[src/rtl/bg_pkg.sv]
// Shared types and constants for the background pixel scheduler.
package bg_pkg;

  typedef enum logic [1:0] {
    HIDDEN   = 2'd0,
    FADE_IN  = 2'd1,
    SHOWN    = 2'd2,
    FADE_OUT = 2'd3
  } fade_state_t;

  localparam logic [3:0] BG_LEVEL_MAX = 4'hF;
  localparam int         BG_W_DEF     = 320;
  localparam int         ROM_AW_DEF   = 17;

  // Brightness scaling: (ch * (lvl+1)) >> 4; the product never exceeds 240.
  function automatic logic [3:0] bg_scale(input logic [3:0] ch, input logic [3:0] lvl);
    logic [7:0] prod;
    prod = {4'b0, ch} * ({4'b0, lvl} + 8'd1);
    return prod[7:4];
  endfunction

endpackage

[src/rtl/bg_fade_ctrl.sv]
// Frame-synchronous fade FSM: steps fade_level once every FADE_FRAMES frame_start pulses.
// A new-direction request restarts the frame count and discards any coincident step.
module bg_fade_ctrl
  import bg_pkg::*;
#(
  parameter int FADE_FRAMES = 4
) (
  input  logic       clk_i,
  input  logic       rst_ni,
  input  logic       frame_start_i,
  input  logic       fade_in_req_i,
  input  logic       fade_out_req_i,
  output logic [3:0] fade_level_o,
  output logic       fade_busy_o
);

  localparam int CW = (FADE_FRAMES > 1) ? $clog2(FADE_FRAMES) : 1;
  localparam logic [CW-1:0] CNT_LAST = CW'(FADE_FRAMES - 1);

  fade_state_t   state_q;
  logic [CW-1:0] frame_cnt_q;
  logic [3:0]    level_q;
  logic          busy_q;

  wire go_in = fade_in_req_i && !fade_out_req_i;

  always_ff @(posedge clk_i or negedge rst_ni) begin
    if (!rst_ni) begin
      state_q     <= HIDDEN;
      frame_cnt_q <= '0;
      level_q     <= '0;
      busy_q      <= 1'b0;
    end else begin
      case (state_q)
        HIDDEN: begin
          if (go_in) begin
            state_q     <= FADE_IN;
            frame_cnt_q <= '0;
            busy_q      <= 1'b1;
          end
        end
        FADE_IN: begin
          if (fade_out_req_i) begin
            state_q     <= FADE_OUT;
            frame_cnt_q <= '0;
          end else if (frame_start_i) begin
            if (frame_cnt_q == CNT_LAST) begin
              frame_cnt_q <= '0;
              level_q     <= level_q + 4'd1;
              if (level_q == BG_LEVEL_MAX - 4'd1) begin
                state_q <= SHOWN;
                busy_q  <= 1'b0;
              end
            end else begin
              frame_cnt_q <= frame_cnt_q + CW'(1);
            end
          end
        end
        SHOWN: begin
          if (fade_out_req_i) begin
            state_q     <= FADE_OUT;
            frame_cnt_q <= '0;
            busy_q      <= 1'b1;
          end
        end
        FADE_OUT: begin
          if (go_in) begin
            state_q     <= FADE_IN;
            frame_cnt_q <= '0;
          end else if (frame_start_i) begin
            if (frame_cnt_q == CNT_LAST) begin
              frame_cnt_q <= '0;
              level_q     <= level_q - 4'd1;
              if (level_q == 4'd1) begin
                state_q <= HIDDEN;
                busy_q  <= 1'b0;
              end
            end else begin
              frame_cnt_q <= frame_cnt_q + CW'(1);
            end
          end
        end
        default: begin
          state_q <= HIDDEN;
          level_q <= '0;
          busy_q  <= 1'b0;
        end
      endcase
    end
  end

  assign fade_level_o = level_q;
  assign fade_busy_o  = busy_q;

endmodule

[src/rtl/bg_pixel_scheduler.sv]
// Background fetch pipeline: draw coords -> index-ROM address -> palette -> faded, registered RGB.
// Latency ROM_LATENCY+2 cycles from drawX/drawY/de to red/green/blue/de_out.
module bg_pixel_scheduler
  import bg_pkg::*;
#(
  parameter int ROM_LATENCY = 1,
  parameter int SCALE_SHIFT = 1,
  parameter int BG_W        = BG_W_DEF,
  parameter int ROM_AW      = ROM_AW_DEF,
  parameter int FADE_FRAMES = 4
) (
  input  logic              vga_clk,
  input  logic              reset_n,
  input  logic [9:0]        drawX,
  input  logic [9:0]        drawY,
  input  logic              de,
  input  logic              frame_start,
  input  logic              fade_in_req,
  input  logic              fade_out_req,
  output logic [ROM_AW-1:0] rom_addr,
  input  logic [3:0]        rom_q,
  output logic [3:0]        pal_index,
  input  logic [11:0]       pal_rgb,
  output logic [3:0]        red,
  output logic [3:0]        green,
  output logic [3:0]        blue,
  output logic              de_out,
  output logic [3:0]        fade_level,
  output logic              fade_busy
);

  logic [ROM_AW-1:0]    rom_addr_q, rom_addr_d;
  logic [ROM_LATENCY:0] de_dly_q;
  logic [3:0]           red_q, green_q, blue_q;
  logic                 de_out_q;
  logic [3:0]           level_w;

  bg_fade_ctrl #(.FADE_FRAMES(FADE_FRAMES)) u_fade (
    .clk_i          (vga_clk),
    .rst_ni         (reset_n),
    .frame_start_i  (frame_start),
    .fade_in_req_i  (fade_in_req),
    .fade_out_req_i (fade_out_req),
    .fade_level_o   (level_w),
    .fade_busy_o    (fade_busy)
  );

  assign rom_addr_d = ROM_AW'(32'(drawY >> SCALE_SHIFT) * 32'(BG_W) + 32'(drawX >> SCALE_SHIFT));

  // de_dly_q[ROM_LATENCY] lines up with the palette colour of the same pixel.
  always_ff @(posedge vga_clk or negedge reset_n) begin
    if (!reset_n) begin
      rom_addr_q <= '0;
      de_dly_q   <= '0;
      de_out_q   <= 1'b0;
      red_q      <= '0;
      green_q    <= '0;
      blue_q     <= '0;
    end else begin
      rom_addr_q <= rom_addr_d;
      de_dly_q   <= {de_dly_q[ROM_LATENCY-1:0], de};
      de_out_q   <= de_dly_q[ROM_LATENCY];
      if (de_dly_q[ROM_LATENCY]) begin
        red_q   <= bg_scale(pal_rgb[11:8], level_w);
        green_q <= bg_scale(pal_rgb[7:4],  level_w);
        blue_q  <= bg_scale(pal_rgb[3:0],  level_w);
      end else begin
        red_q   <= '0;
        green_q <= '0;
        blue_q  <= '0;
      end
    end
  end

  assign rom_addr   = rom_addr_q;
  assign pal_index  = rom_q;
  assign red        = red_q;
  assign green      = green_q;
  assign blue       = blue_q;
  assign de_out     = de_out_q;
  assign fade_level = level_w;

endmodule
[config.mk]
export PLATFORM = sky130hd
export DESIGN_NAME = bg_pixel_scheduler
export DESIGN_NICKNAME = d
export VERILOG_FILES = /design/src/rtl/bg_pkg.sv /design/src/rtl/bg_fade_ctrl.sv /design/src/rtl/bg_pixel_scheduler.sv
export SDC_FILE = /design/constraint.sdc
export NUM_CORES = 1
export LEC_CHECK = 0
export CAP_MARGIN = 20
export CORE_MARGIN = 2
export CORE_UTILIZATION = 55
export DETAILED_ROUTE_END_ITERATION = 16
export PLACE_DENSITY = 0.95
export RECOVER_POWER = 25
export REMOVE_ABC_BUFFERS = 1
export SLEW_MARGIN = 20
export SYNTH_ARGS = -nofsm -noshare
export SYNTH_HDL_FRONTEND = slang
export SYNTH_SLANG_ARGS = --single-unit
[constraint.sdc]
create_clock -name vga_clk -period 10.9 [get_ports vga_clk]
set_input_delay 1.635 -clock vga_clk [delete_from_list [all_inputs] [get_ports vga_clk]]
set_output_delay 1.635 -clock vga_clk [all_outputs]
set_load 0.01 [all_outputs]
; ---- After elaboration in Yosys (flattened, before gate mapping)
; Index checks and enable logic that the tools add are counted.
; Widths: inputs -> output; s select.
[op_classes]
reduce_logical = 8
n_shift = 0
n_mul = 4
n_eq_ne = 22
div = 0
bitwise = 0
n_addsub = 5
muxes = 39
order_cmp = 0
[op_table]
columns = operator, count
row1 = $mux 4, 9
row2 = $mux 2, 16
row3 = $add 17x9->17, 1
row4 = $mul 4x8->8, 2
row5 = $pmux 2 s4, 2
row6 = $mul 9x3->11 const B, 1
row7 = $mux 1, 10
row8 = $ne 2x1->1 const B, 5
row9 = $ne 2x2->1 const B, 5
row10 = $reduce_and 10->1, 1
row11 = $ne 3x2->1 const B, 3
row12 = $mul 4x5->8, 1
row13 = $pmux 4 s2, 1
row14 = $reduce_and 8->1, 1
row15 = $reduce_and 7->1, 1
row16 = $eq 2x2->1 const B, 3
row17 = $ne 3x1->1 const B, 2
row18 = $add 4x1->5 const B, 1
row19 = $add 4x1->4 const B, 1
row20 = $eq 4x1->1 const B, 1
row21 = $eq 4x4->1 const B, 1
row22 = $pmux 1 s4, 1
row23 = $sub 4x1->4 const B, 1
row24 = $ne 3x3->1 const B, 1
row25 = other kinds (7), 7
[word_totals]
latch_bits = 0
regBits = 41
rom_bits = 0
elab_cells = 88
memories = 0
out_inout_bits = 39
mem_bits_rw = 0

; ---- Depth between registers and ports, before layout
[depth]
depth_word = 6
ltp_mapped = 14
mapped_depth_nobuf = 12

; ---- Cells and area by module
; Synthesis repeated with hierarchy kept, for this count alone.
[unflattened]
cells_unflattened = 377
area_unflattened_um2 = 3712.3
[modules_own_cells]
columns = mod, n_inst, area_per_inst_um2, seq_area_each_um2, cells_per_inst
row1 = bg_pixel_scheduler, 1, 2944.1, 800.8, 299
row2 = bg_fade_ctrl, 1, 768.2, 225.2, 78

; ---- Worst setup path before layout
; Ideal clock, no wire load.
[synth_timing]
path_type = input to register
startpoint = input port pal_rgb[11]
endpoint = register red_q[3], in the netlist red[3]
t_arrival_ns = 3.911
n_path_buf = 0
cell_stages = 10
required_time_ns = 10.821
setup_time_ns = 0.079
setup_slack_ns = 6.910
cell_sequence = nand2_1 -> fa_1 -> inv_1 -> fa_1 -> ha_1 -> and4_1 -> a21oi_1 -> o21bai_1 -> a31oi_1 -> mux2i_1
[synth_via]
elab_chain_len = 2
[synth_lines]
columns = element, line
row1 = "start, declared", bg_pixel_scheduler.sv:23  ; input logic [11:0] pal_rgb,
row2 = $mul 4x8->8, bg_pkg.sv:18  ; prod = {4'b0, ch} * ({4'b0, lvl} + 8'd1);
row3 = $mux 4, bg_pixel_scheduler.sv:63  ; if (de_dly_q[ROM_LATENCY]) begin
row4 = "end signal, assigned", bg_pixel_scheduler.sv:64  ; red_q <= bg_scale(pal_rgb[11:8], level_w);
row5 = "end, declared", bg_pixel_scheduler.sv:34  ; logic [3:0] red_q, green_q, blue_q;
; Every way passes these cells.
; A chain may end at the register's enable or synchronous reset.

; ---- Worst setup path after layout
[layout_timing]
startpoint = input port pal_rgb[7]
endpoint = register green_q[3], in the netlist green[3]
[layout_via]
elab_chain_len = 2
[layout_lines]
columns = element, line
row1 = $mul 4x8->8, bg_pkg.sv:18
row2 = $mux 4, bg_pixel_scheduler.sv:63
row3 = "end signal, assigned", bg_pixel_scheduler.sv:65  ; green_q <= bg_scale(pal_rgb[7:4], level_w);
row4 = "end, declared", bg_pixel_scheduler.sv:34
; Every way passes these cells.

==> metrics <==
Critical Path Sink Type flip-flop; antenna diode count 0; CTS tree built; mean post-synth cell area 10.0 sq um; Primary FF master, synth dfrtp_1; CP Max Fanout 5; Sink Count 41; status complete, but fails checks; count of instances resized after the clock tree is built 0; number of setup buffers added after CTS 0; Final min period 4.52 ns; source-to-sink clock delay at the later pin of the worst-skew pair 0.29 ns; maximum clock path buffer count 2; final-report max-slew violation count 42; Hold/Removal Path Class flip-flop to flip-flop; residual overflow from global routing 0; top post-synthesis cells by area dfrtp_1, ha_1, fa_1, and2_1, xnor2_1; most frequent cells in the layout clkdlybuf4s50_1, ha_1, dfrtp_1; post-route clock period utilization 0.414; share of cells above drive strength 1 0.0501; power density over cell area 169 mW/mm^2; Core Util, Final 0.699; top cell type's share of synthesized area 0.289; clock-pin slew on the worst setup and hold paths 0.07 ns; number of standard-cell rows in the floorplan 29; Leakage Power 2.18 nW; drt total wl 7450 um; number of global-route vias before repair 2957; Fin. Hold Viols 0; Post-DP HPWL 5830 um; routed wire length per instance 15.0 um; detailed-route via count 2704; Gate power share 0.555; first-pass GRT wire length 13100 um; initial antenna violation count 0; post-route worst setup slack 6.38 ns; Critical Path Start Type primary input; Ports 81; EDFF count, synth 0; H-Tree Depth 2; synth-to-layout area growth 23.8%; starting utilization of the core area 0.565; pin count of the biggest net entering global routing 42; Yosys warning total 0; unrepaired setup endpoints after global routing false; total of endpoints with negative setup slack in the final report 0; Routability Congestion 0.853; count of different cell masters after synthesis 51; max-cap violation count 1; count of nets after finishing 530; total clock buffers created by CTS 5; Worst Max-Slew Pin Slew 2.25 ns; post-synth design cell area 0.00355 sq mm; global-route total usage across every layer 0.226; height of the die 84.3 um; Filler cells 472; hold-fix buffer count after cts 0; cell at the root of the clock tree clkbuf_8; final routed DRC violation total 0; violated checks capacitance limit, slew limit; library cell occupying the most area in the post-synthesis netlist dfrtp_1; Post-Syn Instances 353; clock network fraction of design power 0.174; data arrival time of the critical path 4.73 ns; Port Buffer Count 70; net switching share of the total power 0.388; flops & latches, synth 41; Vias per Instance 5.45; Critical Path RT 11.11 ns; Worst slew margin -0.497; top achievable clock speed 221 MHz; die footprint 0.00711 sq mm; Worst Setup Path Type primary input to flip-flop; Chip Width 84.3 um; maximum clock skew at final layout 0.00850 ns; fraction of registers with async set/reset 1.00; post-placement worst setup slack 6.09 ns; most frequent standard cell in the layout excluding fill and tap cells clkdlybuf4s50_1; sequential share of power 0.272; total negative setup slack 0 ns; number of nets with antenna violations after routing 0; Core ar. 0.00628 sq mm; net switching power 0.000288 W; hold slack final 0.358 ns; Power Total 0.000742 W; worst IR drop on VDD 133 uV; Internal 0.000454 W; share of synthesized area occupied by flip-flops and latches 0.289; Initial DRT Pass Iterations 4; Starting DRT DRC Count 101
power groups by stage:
stage | clock, W | sequential, W | combinational, W
3_3_place_gp | 0 | 0.000203 | 0.000384
5_1_grt | 0.000138 | 0.000206 | 0.000464
3_5_place_dp | 0 | 0.000204 | 0.000411
6_report | 0.000129 | 0.000202 | 0.000412
4_1_cts | 0.000132 | 0.000202 | 0.000415
2_1_floorplan | 0 | 0.000212 | 0.000271
cell usage after synthesis (3+ instances only):
cell	instances
ha_1	53
dfrtp_1	41
nand2_1	36
and2_1	30
inv_1	30
xnor2_1	19
fa_1	17
nor2_1	13
a21oi_1	10
xor2_1	9
mux2i_1	8
nand2b_1	8
nor2b_1	6
buf_4	5
a21o_1	4
a31oi_1	4
clkbuf_1	4
nand4_1	4
nor3_1	4
a22o_1	3
and4_1	3
buf_2	3
nor3b_1	3
o21ai_0	3
o21bai_1	3
sequential cells by signal, summed over array words and instances, names as in the netlist:
signal               cells
u_fade.fade_busy_o       1
blue                     4
u_fade.fade_level_o      4
red                      4
de_out                   1
green                    4
rom_addr                17
u_fade.frame_cnt_q       2
u_fade.state_q           2
de_dly_q                 2
area by class of cell:
type | count | area, sq um | area share
Inverter | 31 | 116 | 0.0265
Clock inverter | 2 | 37.5 | 0.00855
Timing Repair Buffer | 70 | 694 | 0.158
Tap cell | 77 | 96.3 | 0.0219
Sequential cell | 41 | 1030 | 0.234
Clock buffer | 6 | 82.6 | 0.0188
Multi-Input combinational cell | 269 | 2340 | 0.532
worst paths after layout:
check | startpoint | to | slack, ns | depth (start not counted)
worst max register to register | u_fade.fade_level_o[0]$_DFFE_PN0P_ | green[3]$_DFF_PN0_ | 6.66 | 12
worst min-delay path | de_dly_q[0]$_DFF_PN0_ | de_dly_q[1]$_DFF_PN0_ | 0.36 | 0
worst min register to register | de_dly_q[0]$_DFF_PN0_ | de_dly_q[1]$_DFF_PN0_ | 0.36 | 0
min in group asynchronous | reset_n | blue[0]$_DFF_PN0_ | 2.00 | 1
worst max-delay path | pal_rgb[7] | green[3]$_DFF_PN0_ | 6.38 | 11
max in group asynchronous | reset_n | de_dly_q[1]$_DFF_PN0_ | 7.62 | 1
routing by layer:
layer	vias to the layer above	routed length [um]	GRT usage
met3	12	293	0.0423
li1	1308	-	-
met4	0	114	0.0674
met1	1312	2960	0.248
met2	72	4080	0.437
met5	-	0	0
critical path: stages:
cell and delay [ns]:
clkdlybuf4s50_1 0.57, nand2_1 0.11, fa_1 0.55, inv_1 0.06, fa_1 0.47, ha_1 0.29, and4_1 0.19, a21oi_1 0.25
o21bai_1 0.18, a31oi_1 0.24, mux2i_1 0.20
logic make-up after synthesis:
| logic type | after synthesis | share of synthesized area |
|---|---|---|
| compound gates | 44 | 0.0970 |
| flops | 41 | 0.289 |
| xor+xnor | 28 | 0.0691 |
| mux | 9 | 0.0268 |
| buf+inv | 43 | 0.0519 |
| simple gates | 118 | 0.183 |
| fa+ha+maj | 70 | 0.283 |
metrics by stage:
stage | instance area [sq um] | cells
final | 4390 | 496
after global routing | 4390 | 496
after CTS | 4390 | 496
after detailed placement | 4270 | 488
after global placement | 4270 | 488
after floorplan | 3480 | 341
Power figures use the tool's default switching activity.
